<file path="config.mk">
export PLATFORM = sky130hd
export DESIGN_NAME = player_action_ctrl
export DESIGN_NICKNAME = d
export VERILOG_FILES = /design/src/rtl/hk_pkg.sv /design/src/rtl/frame_timer.sv /design/src/rtl/player_action_ctrl.sv
export SDC_FILE = /design/constraint.sdc
export NUM_CORES = 1
export LEC_CHECK = 0
export CORE_ASPECT_RATIO = 0.8
export CORE_MARGIN = 1.5
export CORE_UTILIZATION = 52
export DETAILED_ROUTE_END_ITERATION = 10
export PLACE_DENSITY_LB_ADDON = 0.05
export SLEW_MARGIN = 20
export SYNTH_ARGS = -nofsm -noshare
export SYNTH_HDL_FRONTEND = slang
export SYNTH_SLANG_ARGS = --single-unit
</file>
<file path="constraint.sdc">
create_clock -name frame_clk -period 6.89 [get_ports frame_clk]
set_input_delay 1.0335 -clock frame_clk [delete_from_list [all_inputs] [get_ports frame_clk]]
set_output_delay 1.0335 -clock frame_clk [all_outputs]
set_load 0.005 [all_outputs]
</file>
<file path="src/rtl/hk_pkg.sv">
// Shared types and constants for the Knight player controller: state encoding,
// status codes presented to sprite/hit logic, and the keyboard keycodes it decodes.
package hk_pkg;

    typedef enum logic [2:0] {
        IDLE    = 3'd0,
        WALK    = 3'd1,
        JUMP    = 3'd2,
        FALL    = 3'd3,
        ATTACK  = 3'd4,
        HURT    = 3'd5,
        RESPAWN = 3'd6,
        DEAD    = 3'd7
    } state_e;

    localparam logic [3:0] STATUS_IDLE    = 4'd0;
    localparam logic [3:0] STATUS_WALK    = 4'd1;
    localparam logic [3:0] STATUS_JUMP    = 4'd2;
    localparam logic [3:0] STATUS_FALL    = 4'd3;
    localparam logic [3:0] STATUS_ATTACK  = 4'd4;
    localparam logic [3:0] STATUS_HURT    = 4'd5;
    localparam logic [3:0] STATUS_RESPAWN = 4'd6;
    localparam logic [3:0] STATUS_DEAD    = 4'd7;

    localparam logic [7:0] KEY_LEFT   = 8'h50;
    localparam logic [7:0] KEY_RIGHT  = 8'h4F;
    localparam logic [7:0] KEY_JUMP   = 8'h52;
    localparam logic [7:0] KEY_DOWN   = 8'h51;
    localparam logic [7:0] KEY_ATTACK = 8'h1B;

    localparam int HURT_FRAMES = 8;

    function automatic logic [3:0] status_of(input state_e s);
        logic [3:0] code;
        case (s)
            IDLE:    code = STATUS_IDLE;
            WALK:    code = STATUS_WALK;
            JUMP:    code = STATUS_JUMP;
            FALL:    code = STATUS_FALL;
            ATTACK:  code = STATUS_ATTACK;
            HURT:    code = STATUS_HURT;
            RESPAWN: code = STATUS_RESPAWN;
            DEAD:    code = STATUS_DEAD;
            default: code = STATUS_IDLE;
        endcase
        return code;
    endfunction

endpackage

</file>
<file path="src/rtl/frame_timer.sv">
// Saturating down-counter used for every per-frame timer in the player controller.
// A load takes precedence over the decrement; expire marks the frame the count reaches zero.
module frame_timer #(
    parameter int WIDTH = 8
) (
    input  logic             clk,
    input  logic             rst,
    input  logic             load,
    input  logic [WIDTH-1:0] load_val,
    output logic [WIDTH-1:0] value,
    output logic             expire,
    output logic             busy_next
);

    logic [WIDTH-1:0] count_q;
    logic [WIDTH-1:0] count_d;

    always_comb begin
        count_d = count_q;
        if (load) begin
            count_d = load_val;
        end else if (count_q != '0) begin
            count_d = count_q - WIDTH'(1);
        end
    end

    always_ff @(posedge clk or posedge rst) begin
        if (rst) begin
            count_q <= '0;
        end else begin
            count_q <= count_d;
        end
    end

    assign value     = count_q;
    assign expire    = !load && (count_q == WIDTH'(1));
    assign busy_next = (count_d != '0);

endmodule

</file>
<file path="src/rtl/player_action_ctrl.sv">
// Per-frame Knight player controller: keycode decode, motion commands, attack windows,
// lives, invulnerability, respawn and game-over. Optional DOUBLE_JUMP_EN allows one air jump.
module player_action_ctrl
    import hk_pkg::*;
#(
    parameter int WALK_STEP       = 2,
    parameter int JUMP_STEP       = 6,
    parameter int FALL_STEP       = 6,
    parameter int ATTACK_FRAMES   = 12,
    parameter int ATTACK_COOLDOWN = 8,
    parameter int INVULN_FRAMES   = 60,
    parameter int RESPAWN_FRAMES  = 30,
    parameter int START_LIFE      = 5
) (
    input  logic       frame_clk,
    input  logic       Reset,
    input  logic [7:0] keycode,
    input  logic       on_ground,
    input  logic       at_apex,
    input  logic       hit,
    input  logic       fell,
    output logic [9:0] x_step,
    output logic [9:0] y_step,
    output logic [3:0] status,
    output logic       inverse,
    output logic [3:0] life,
    output logic       attack_active,
    output logic       invuln,
    output logic       respawn,
    output logic       game_over
);

    localparam int ATK_W = $clog2(ATTACK_FRAMES + 1);
    localparam int CD_W  = $clog2(ATTACK_COOLDOWN + 1);
    localparam int INV_W = $clog2(INVULN_FRAMES + 1);
    localparam int HRT_W = $clog2(HURT_FRAMES + 1);
    localparam int RSP_W = $clog2(RESPAWN_FRAMES + 1);

    localparam logic [9:0] WALK_POS = 10'(WALK_STEP);
    localparam logic [9:0] WALK_NEG = 10'(-WALK_STEP);
    localparam logic [9:0] JUMP_NEG = 10'(-JUMP_STEP);
    localparam logic [9:0] FALL_POS = 10'(FALL_STEP);

    state_e     state_q, state_d;
    logic [9:0] x_step_q, x_step_d;
    logic [9:0] y_step_q, y_step_d;
    logic [3:0] status_q, status_d;
    logic       inverse_q, inverse_d;
    logic [3:0] life_q, life_d;
    logic       attack_active_q, attack_active_d;
    logic       invuln_q, invuln_d;
    logic       respawn_q, respawn_d;
    logic       game_over_q, game_over_d;
    logic [7:0] prev_key_q;

    logic key_left, key_right, key_jump, key_down, key_attack;
    logic attack_go;
    logic [9:0] steer_x, air_x, gravity_y;
    logic       steer_inv;
    logic [3:0] life_dec;

    logic atk_load, cd_load, inv_load, hurt_load, rsp_load;
    logic [ATK_W-1:0] atk_value;
    logic [CD_W-1:0]  cd_value;
    logic [INV_W-1:0] inv_value;
    logic [HRT_W-1:0] hurt_value;
    logic [RSP_W-1:0] rsp_value;
    logic atk_expire, cd_expire, inv_expire, hurt_expire, rsp_expire;
    logic atk_busy, cd_busy, inv_busy, hurt_busy, rsp_busy;

`ifdef DOUBLE_JUMP_EN
    logic dj_avail_q, dj_avail_d;
    logic dj_go;
`endif

    frame_timer #(.WIDTH(ATK_W)) u_attack_timer (
        .clk(frame_clk), .rst(Reset), .load(atk_load), .load_val(ATK_W'(ATTACK_FRAMES)),
        .value(atk_value), .expire(atk_expire), .busy_next(atk_busy)
    );

    frame_timer #(.WIDTH(CD_W)) u_cooldown_timer (
        .clk(frame_clk), .rst(Reset), .load(cd_load), .load_val(CD_W'(ATTACK_COOLDOWN)),
        .value(cd_value), .expire(cd_expire), .busy_next(cd_busy)
    );

    frame_timer #(.WIDTH(INV_W)) u_invuln_timer (
        .clk(frame_clk), .rst(Reset), .load(inv_load), .load_val(INV_W'(INVULN_FRAMES)),
        .value(inv_value), .expire(inv_expire), .busy_next(inv_busy)
    );

    frame_timer #(.WIDTH(HRT_W)) u_hurt_timer (
        .clk(frame_clk), .rst(Reset), .load(hurt_load), .load_val(HRT_W'(HURT_FRAMES)),
        .value(hurt_value), .expire(hurt_expire), .busy_next(hurt_busy)
    );

    frame_timer #(.WIDTH(RSP_W)) u_respawn_timer (
        .clk(frame_clk), .rst(Reset), .load(rsp_load), .load_val(RSP_W'(RESPAWN_FRAMES)),
        .value(rsp_value), .expire(rsp_expire), .busy_next(rsp_busy)
    );

    logic unused_timer_bits;
    assign unused_timer_bits = ^{atk_value, atk_busy, cd_expire, cd_busy, inv_value, inv_expire,
                                 hurt_value, hurt_busy, rsp_value, rsp_busy};

    // Attack only triggers on the keycode edge, so holding the key never retriggers.
    always_comb begin
        key_left   = (keycode == KEY_LEFT);
        key_right  = (keycode == KEY_RIGHT);
        key_jump   = (keycode == KEY_JUMP);
        key_down   = (keycode == KEY_DOWN);
        key_attack = (keycode == KEY_ATTACK);
        attack_go  = key_attack && (prev_key_q != KEY_ATTACK) && (cd_value == '0);
`ifdef DOUBLE_JUMP_EN
        dj_go      = key_jump && (prev_key_q != KEY_JUMP) && dj_avail_q;
`endif
        steer_x    = key_left ? WALK_NEG : (key_right ? WALK_POS : 10'd0);
        steer_inv  = key_left ? 1'b1 : (key_right ? 1'b0 : inverse_q);
        air_x      = on_ground ? 10'd0 : steer_x;
        gravity_y  = on_ground ? 10'd0 : FALL_POS;
        life_dec   = (life_q != 4'd0) ? (life_q - 4'd1) : 4'd0;
    end

    always_comb begin
        state_d   = state_q;
        x_step_d  = x_step_q;
        y_step_d  = y_step_q;
        inverse_d = inverse_q;
        life_d    = life_q;
        respawn_d = 1'b0;
        atk_load  = 1'b0;
        cd_load   = 1'b0;
        inv_load  = 1'b0;
        hurt_load = 1'b0;
        rsp_load  = 1'b0;
`ifdef DOUBLE_JUMP_EN
        dj_avail_d = dj_avail_q;
        if (on_ground && (state_q != JUMP)) begin
            dj_avail_d = 1'b1;
        end
`endif

        if (fell && (state_q != RESPAWN) && (state_q != DEAD)) begin
            life_d   = life_dec;
            x_step_d = 10'd0;
            y_step_d = 10'd0;
            if (life_dec == 4'd0) begin
                state_d = DEAD;
            end else begin
                state_d   = RESPAWN;
                respawn_d = 1'b1;
                rsp_load  = 1'b1;
            end
        end else if (hit && !invuln_q && (state_q != RESPAWN) && (state_q != DEAD)) begin
            life_d   = life_dec;
            x_step_d = 10'd0;
            inv_load = 1'b1;
            if (life_dec == 4'd0) begin
                state_d  = DEAD;
                y_step_d = 10'd0;
            end else begin
                state_d   = HURT;
                hurt_load = 1'b1;
                y_step_d  = gravity_y;
            end
        end else begin
            case (state_q)
                IDLE, WALK: begin
                    if (attack_go) begin
                        state_d   = ATTACK;
                        atk_load  = 1'b1;
                        x_step_d  = air_x;
                        y_step_d  = gravity_y;
                    end else if (key_jump) begin
                        state_d  = JUMP;
                        x_step_d = 10'd0;
                        y_step_d = JUMP_NEG;
                    end else if (!on_ground) begin
                        state_d   = FALL;
                        x_step_d  = steer_x;
                        inverse_d = steer_inv;
                        y_step_d  = FALL_POS;
                    end else if (key_left || key_right) begin
                        state_d   = WALK;
                        x_step_d  = steer_x;
                        inverse_d = steer_inv;
                        y_step_d  = 10'd0;
                    end else if (!key_down) begin
                        state_d  = IDLE;
                        x_step_d = 10'd0;
                        y_step_d = 10'd0;
                    end
                end

                JUMP: begin
                    x_step_d  = steer_x;
                    inverse_d = steer_inv;
                    if (attack_go) begin
                        state_d  = ATTACK;
                        atk_load = 1'b1;
                        x_step_d = air_x;
`ifdef DOUBLE_JUMP_EN
                    end else if (dj_go) begin
                        y_step_d   = JUMP_NEG;
                        dj_avail_d = 1'b0;
`endif
                    end else if (at_apex || key_down) begin
                        state_d  = FALL;
                        y_step_d = FALL_POS;
                    end else begin
                        y_step_d = JUMP_NEG;
                    end
                end

                FALL: begin
                    x_step_d  = steer_x;
                    inverse_d = steer_inv;
                    if (attack_go) begin
                        state_d  = ATTACK;
                        atk_load = 1'b1;
                        x_step_d = air_x;
                        y_step_d = gravity_y;
`ifdef DOUBLE_JUMP_EN
                    end else if (dj_go) begin
                        state_d    = JUMP;
                        y_step_d   = JUMP_NEG;
                        dj_avail_d = 1'b0;
`endif
                    end else if (on_ground) begin
                        state_d  = IDLE;
                        x_step_d = 10'd0;
                        y_step_d = 10'd0;
                    end else begin
                        y_step_d = FALL_POS;
                    end
                end

                // A rising attack keeps its upward step until the apex, then falls.
                ATTACK: begin
                    if (atk_expire) begin
                        cd_load = 1'b1;
                        if (!on_ground) begin
                            state_d   = FALL;
                            x_step_d  = steer_x;
                            inverse_d = steer_inv;
                            y_step_d  = FALL_POS;
                        end else begin
                            state_d  = IDLE;
                            x_step_d = 10'd0;
                            y_step_d = 10'd0;
                        end
                    end else begin
                        x_step_d  = air_x;
                        inverse_d = steer_inv;
                        if (on_ground) begin
                            y_step_d = 10'd0;
                        end else if (at_apex || (y_step_q != JUMP_NEG)) begin
                            y_step_d = FALL_POS;
                        end
                    end
                end

                HURT: begin
                    x_step_d = 10'd0;
                    y_step_d = gravity_y;
                    if (hurt_expire) begin
                        state_d = on_ground ? IDLE : FALL;
                    end
                end

                RESPAWN: begin
                    x_step_d = 10'd0;
                    y_step_d = 10'd0;
                    if (rsp_expire) begin
                        state_d  = IDLE;
                        inv_load = 1'b1;
                    end
                end

                DEAD: begin
                    x_step_d = 10'd0;
                    y_step_d = 10'd0;
                end

                default: begin
                    state_d = IDLE;
                end
            endcase
        end

        status_d        = status_of(state_d);
        attack_active_d = (state_d == ATTACK);
        game_over_d     = (state_d == DEAD);
        invuln_d        = inv_busy;
    end

    always_ff @(posedge frame_clk or posedge Reset) begin
        if (Reset) begin
            state_q         <= IDLE;
            x_step_q        <= 10'd0;
            y_step_q        <= 10'd0;
            status_q        <= STATUS_IDLE;
            inverse_q       <= 1'b0;
            life_q          <= 4'(START_LIFE);
            attack_active_q <= 1'b0;
            invuln_q        <= 1'b0;
            respawn_q       <= 1'b0;
            game_over_q     <= 1'b0;
            prev_key_q      <= 8'h00;
        end else begin
            state_q         <= state_d;
            x_step_q        <= x_step_d;
            y_step_q        <= y_step_d;
            status_q        <= status_d;
            inverse_q       <= inverse_d;
            life_q          <= life_d;
            attack_active_q <= attack_active_d;
            invuln_q        <= invuln_d;
            respawn_q       <= respawn_d;
            game_over_q     <= game_over_d;
            prev_key_q      <= keycode;
        end
    end

`ifdef DOUBLE_JUMP_EN
    always_ff @(posedge frame_clk or posedge Reset) begin
        if (Reset) begin
            dj_avail_q <= 1'b1;
        end else begin
            dj_avail_q <= dj_avail_d;
        end
    end
`endif

    assign x_step        = x_step_q;
    assign y_step        = y_step_q;
    assign status        = status_q;
    assign inverse       = inverse_q;
    assign life          = life_q;
    assign attack_active = attack_active_q;
    assign invuln        = invuln_q;
    assign respawn       = respawn_q;
    assign game_over     = game_over_q;

endmodule
</file>
After elaboration in Yosys (flattened, before gate mapping) --
Memories as Yosys holds them, arrays and structs flattened. A register that Yosys moved wholly into a read port is not among the register bits. Cells that the tools add are included.
Word-level totals: bits of input ports 14, register bits after elaboration 67, memories 1, bits in read-only memories 24, output and inout bits 33, word-level logic and storage cells 177
Memory list:
- (name not given) | words 8, bits a word 3, read ports 1, clocked after Yosys merged registers in 1, write ports 0, line hk_pkg.sv:35 | case (s)
Operators by class: reduce and logical (&&, ||, !) cells 42, eq/ne operators 28, add/subtract/negate cells 6, muxes and demuxes 82, bitwise gates (word level) 2
Operators with widths (count):
- $mux 10 | 21
- $pmux 10 s5 | 1
- $mux 3 | 16
- $pmux 10 s4 | 1
- $mux 4 | 9
- $eq 8x7->1 const B | 4
- $mux 1 | 25
- $eq 3x3->1 const B | 6
- $pmux 3 s6 | 1
- $reduce_bool 4->1 | 4
- $sub 4x1->4 const B | 4
- $mux 6 | 2
- $ne 3x3->1 const B | 4
- $reduce_bool 6->1 | 2
- $logic_and 1x1->1 | 10
- $mux 5 | 2
- $ne 10x10->1 const B | 1
- $reduce_bool 2->1 | 5
- $reduce_or 2->1 | 5
- $eq 4x1->1 const B | 2
- $eq 8x5->1 const B | 1
- $logic_not 4->1 | 2
- $ne 8x5->1 const B | 1
- $ne 8x8->1 const B | 1
- other kinds (20) | 30

Logic depth before layout (Yosys ltp) --
word-level depth 14, mapped depth 8, gate-level depth less buffers 8

Cells and area by module --
A second synthesis with hierarchy kept.
Second synthesis, totals: cells, all modules 353, area, all modules 3286.9 µm²
Modules (own cells, without submodules):
- player_action_ctrl | cells each 165, area an instance 1570.3 µm², sequential area each 628.1 µm², times used 1
- frame_timer at u_attack_timer ... | cells each 28, area an instance 265.3 µm², sequential area each 100.1 µm², times used 3
- frame_timer at u_invuln_timer | cells each 60, area an instance 506.7 µm², sequential area each 150.1 µm², times used 1
- frame_timer at u_respawn_timer | cells each 44, area an instance 414.1 µm², sequential area each 125.1 µm², times used 1

Least setup slack after synthesis --
No wires, ideal clock.
path type in2reg, start input port keycode[2], end register attack_active_q, in the netlist attack_active, setup time 0.067 ns, slack 4.102 ns, stages on the path 6, path buffers 0, data arrival time 2.720 ns, data required time 6.823 ns, cells stage by stage or4b_4 -> a2111oi_4 -> nor2_2 -> o21a_1 -> o41ai_4 -> and3_1
Between the ends: word-level cells in the longest chain between the ends 14, elaborated cells between the ends (all ways) 28, those cells by class eq/ne (6); mux (16); reduce/logical (6)
RTL lines:
- start: declaration | line player_action_ctrl.sv:17 | input logic [7:0] keycode,
- $eq 8x5->1 | line player_action_ctrl.sv:111 | key_attack = (keycode == KEY_ATTACK);
- $logic_and 1x1->1 (2 in series) | line player_action_ctrl.sv:112 | attack_go = key_attack && (prev_key_q != KEY_ATTACK) && (cd_value == '0);
- $mux 1 | line player_action_ctrl.sv:168, player_action_ctrl.sv:197, player_action_ctrl.sv:217
- $mux 1
- $mux 1 | line player_action_ctrl.sv:153 | end else if (hit && !invuln_q && (state_q != RESPAWN) && (state_q != DEAD)) begin
- $mux 1 | line player_action_ctrl.sv:142 | if (fell && (state_q != RESPAWN) && (state_q != DEAD)) begin
- $logic_not 1->1 | line frame_timer.sv:36 | assign expire = !load && (count_q == WIDTH'(1));
- $logic_and 1x1->1 | line frame_timer.sv:36
- $mux 3 | line player_action_ctrl.sv:239 | if (atk_expire) begin
- $pmux 3 s6 (*) | line player_action_ctrl.sv:166 | case (state_q)
- $mux 3 (*) | line player_action_ctrl.sv:153
- $mux 3 (*) | line player_action_ctrl.sv:142
- $eq 3x3->1 (*) | line player_action_ctrl.sv:291 | attack_active_d = (state_d == ATTACK);
- via attack_active_d | line player_action_ctrl.sv:50 | logic attack_active_q, attack_active_d;
- end signal: assignment | line player_action_ctrl.sv:316 | attack_active_q <= attack_active_d;
- end: declaration | line player_action_ctrl.sv:50
The timed path passes the listed nets; every way through them passes the cells marked *. A chain may end at the register's enable or synchronous reset.

Worst setup path after layout --
Same ends and word-level chain as after synthesis.

==> impl_results.md <==
- Worst r2r dst: attack_active$_DFF_PP0_
- Vias per cell: 5.630
- Number of remaining DRC errors: 8
- Core box area: 0.005094 sq mm
- Quantity of hold-fixing buffers added after cts: 0
- Clock Tree Root: clkbuf_8
- Final instance area: 0.003259 sq mm
- WL/cell: 14.55 um
- TritonCTS clock tree: yes
- I/O Buffers: 43
- Yosys reg bits: 48
- CP dominant cell by count: o31ai_1
- Min Tclk post-route: 3.097 ns
- Placement Setup Slack: 3.490 ns
- Die Span Y: 68.67 um
- Initial antenna violation count: 0
- Failing checks: DRC
- Ant diodes: 0
- Final period util: 44.96%
- CP startpoint: keycode[2]
- Post-route antenna net violation count: 0
- Yosys warns: 0
- Register area share after synthesis: 42.95%
- Peak supply drop: 154.7 uV
- Reg2Reg Depth: 8
- Commonest non-fill, non-tap cell in the layout: dfrtp_1
- Crit-path slowest cell: or4b_4
- Arrival time worst endpoint: 3.34 ns
- Remaining global-route overflow: 0
- Max-slew violation count: 0
- Initial Util: 55.02%
- Largest net degree at the start of global routing: 49
- Max-Cap Viols: 0
- RSZ-0062 raised after global routing: false
- Family with the most delay on the worst path: simple AND/OR/NAND/NOR gates
- Detailed Routing Iterations Pass 1: 10
- Post-synth EDFFs: 0
- Critical path required time: 7.13 ns
- Tot Pwr: 0.0009899 W
- Setup Buffers After CTS: 0
- Layout cell share with drive strength beyond 1: 6.006%
- Reg-to-reg setup timing slack: 4.42 ns
- Total track usage: 20.85%
- Final hold violations: 0
- Crit-path cells: clkdlybuf4s50_1 > or4b_4 > o31ai_1 > o311ai_1 > nand4b_1 > o31ai_1 > and3_1
- Final setup violation count: 0
- Rel. slew slack: 45.37%
- Final setup TNS: 0 ns
- CTS buffer count: 5
- Final setup margin: 3.793 ns
- Final net count: 356
- Number of DRC markers in iteration 0: 203
- Status: finished with violations
- Ys flop type: dfrtp_1
- Pwr/cell area: 303.7 mW/mm^2
- Clock latency on the worst-skew pair: 0.30 ns
- Worst Path Buf+Inv: 1
- Netlist cell types: 57
- Placer Congestion: 0.8443
- Synth Cell Area: 0.002803 sq mm
- Die span in x: 85.08 um
- Cell count after synthesis: 300
- Critical path endpoint: attack_active$_DFF_PP0_
- Global-route wire length before repair: 9480 um
- Pleak: 1.393 nW
- Clock Path Buffers: 2
- Fmax: 322.9 MHz
- CP endpoint kind: flop
- Post-Route WL: 5746 um
- Critical Path Stages: 7
- Post-CTS Resized: 0
- CTS Sinks: 48
- Area grow syn2layout: 16.29%
- Clock transition at the registers of the reported paths: 0.08 ns
- Top Ports: 47
- Number of global-route vias before repair: 1972
- Max Fanout on Critical Path: 4
- HPWL Detailed: 4210 um
- Placed Area: 0.003168 sq mm
- Die area: 0.005842 sq mm
- Row count: 23
- H-tree level count: 2
- Post-Route Skew: 0.006148 ns
- Worst hold path type: reg -> reg
- Syn_area_per_cell: 9.342 sq um
- Async set or reset register ratio after synthesis: 100.0%
- Worst Max-Slew Pin Slew: 0.8120 ns
- Worst R2R Start: u_cooldown_timer.value[0]$_DFFE_PP0P_
- Critical path launch point type: input port
- Commonest non-fill, non-tap cells in the layout: 46 x dfrtp_1, 43 x clkdlybuf4s50_1, 31 x nor2_1, 24 x nand2_1, 19 x inv_1
- DR vias: 2224
- Crit path largest cell delay: 0.59 ns
- Setup CP Type: in -> reg
## routing by layer
metal | vias to the layer above | wire (um) | global-route usage, %
met5 | - | 0 | 0
met1 | 1042 | 2956 | 30.99
li1 | 1111 | - | -
met4 | 0 | 58 | 5.533
met3 | 7 | 348 | 4.405
met2 | 64 | 2383 | 30.95
## final cells by class
type,instances,area [sq um]
clock buffer,8,90.09
fill,460,1834
inverter,20,76.32
multi-input combinational,214,1381
sequential,48,1204
tap,62,77.57
timing repair buffer,43,430.4
## worst min-delay path, stage by stage, from the launching register on
cell and delay, ns:
dfrtp_1 0.35, nand2_1 0.05, nand2_1 0.05
## where the power goes
part	internal, W	leakage (nW)	switching, W
Sequential	0.000348	0.597	0.0000830
Combinational	0.000191	0.750	0.000197
Clock	0.0000820	0.0455	0.0000887
## cells in the mapped netlist (3+ instances only)
library cell | count | area [sq um]
nand3b_1 | 6 | 45.04
ha_1 | 10 | 125.1
or3_1 | 7 | 43.79
inv_1 | 20 | 75.07
o21ai_0 | 18 | 90.09
buf_4 | 19 | 142.6
nor4b_1 | 3 | 26.28
nand3_1 | 7 | 35.03
o31ai_1 | 3 | 22.52
a31oi_1 | 5 | 31.28
xnor2_1 | 8 | 70.07
dfrtp_1 | 46 | 1151
nor2_1 | 31 | 116.4
nand2b_1 | 9 | 56.30
nand2_1 | 24 | 90.09
nor2b_1 | 3 | 18.77
nor3_1 | 14 | 70.07
a211o_1 | 3 | 26.28
a211oi_1 | 4 | 30.03
o21a_1 | 3 | 22.52
a21oi_1 | 10 | 50.05
## kinds of logic (layout without fill, tap and decap cells)
family                     count (synthesis)  count (layout)  synth area share, %
other                                      1               3               0.1338
AOI/OAI and AO/OA                         61              61                15.54
buffers and inverters                     40              71                8.036
xor gates and xnor gates                  10              10                3.125
muxes                                      3               3                1.116
adders and majority gates                 10              10                4.464
and+or+nand+nor                          127             127                24.64
DFF                                       48              48                42.95
## how the worst min path moves through the flow
stage,start,to,cells past startpoint
floorplan,x_step[1]$_DFFE_PP0P_,x_step[1]$_DFFE_PP0P_,2
finish,x_step[1]$_DFFE_PP0P_,x_step[1]$_DFFE_PP0P_,2
CTS,x_step[1]$_DFFE_PP0P_,x_step[1]$_DFFE_PP0P_,2
global placement,x_step[1]$_DFFE_PP0P_,x_step[1]$_DFFE_PP0P_,2
global route,x_step[1]$_DFFE_PP0P_,x_step[1]$_DFFE_PP0P_,2
detailed placement,x_step[1]$_DFFE_PP0P_,x_step[1]$_DFFE_PP0P_,2
## through the flow
stage,cells,util (%),hold WS (ns)
3_5_place_dp,387,62.20,0.4675
2_1_floorplan,302,-,0.4708
3_3_place_gp,387,62.20,0.4672
6_report,395,63.99,0.4873
5_1_grt,395,63.99,0.5187
4_1_cts,395,63.96,0.4864
## flip-flops by register name, summed over array words and instances (netlist names)
name	count
prev_key_q	8
u_hurt_timer.value	4
u_respawn_timer.value	5
inverse	1
u_attack_timer.value	4
y_step	3
invuln	1
state_q	3
attack_active	1
u_invuln_timer.value	6
x_step	2
game_over	1
life	4
u_cooldown_timer.value	4
respawn	1
Power figures use the tool's default switching activity.
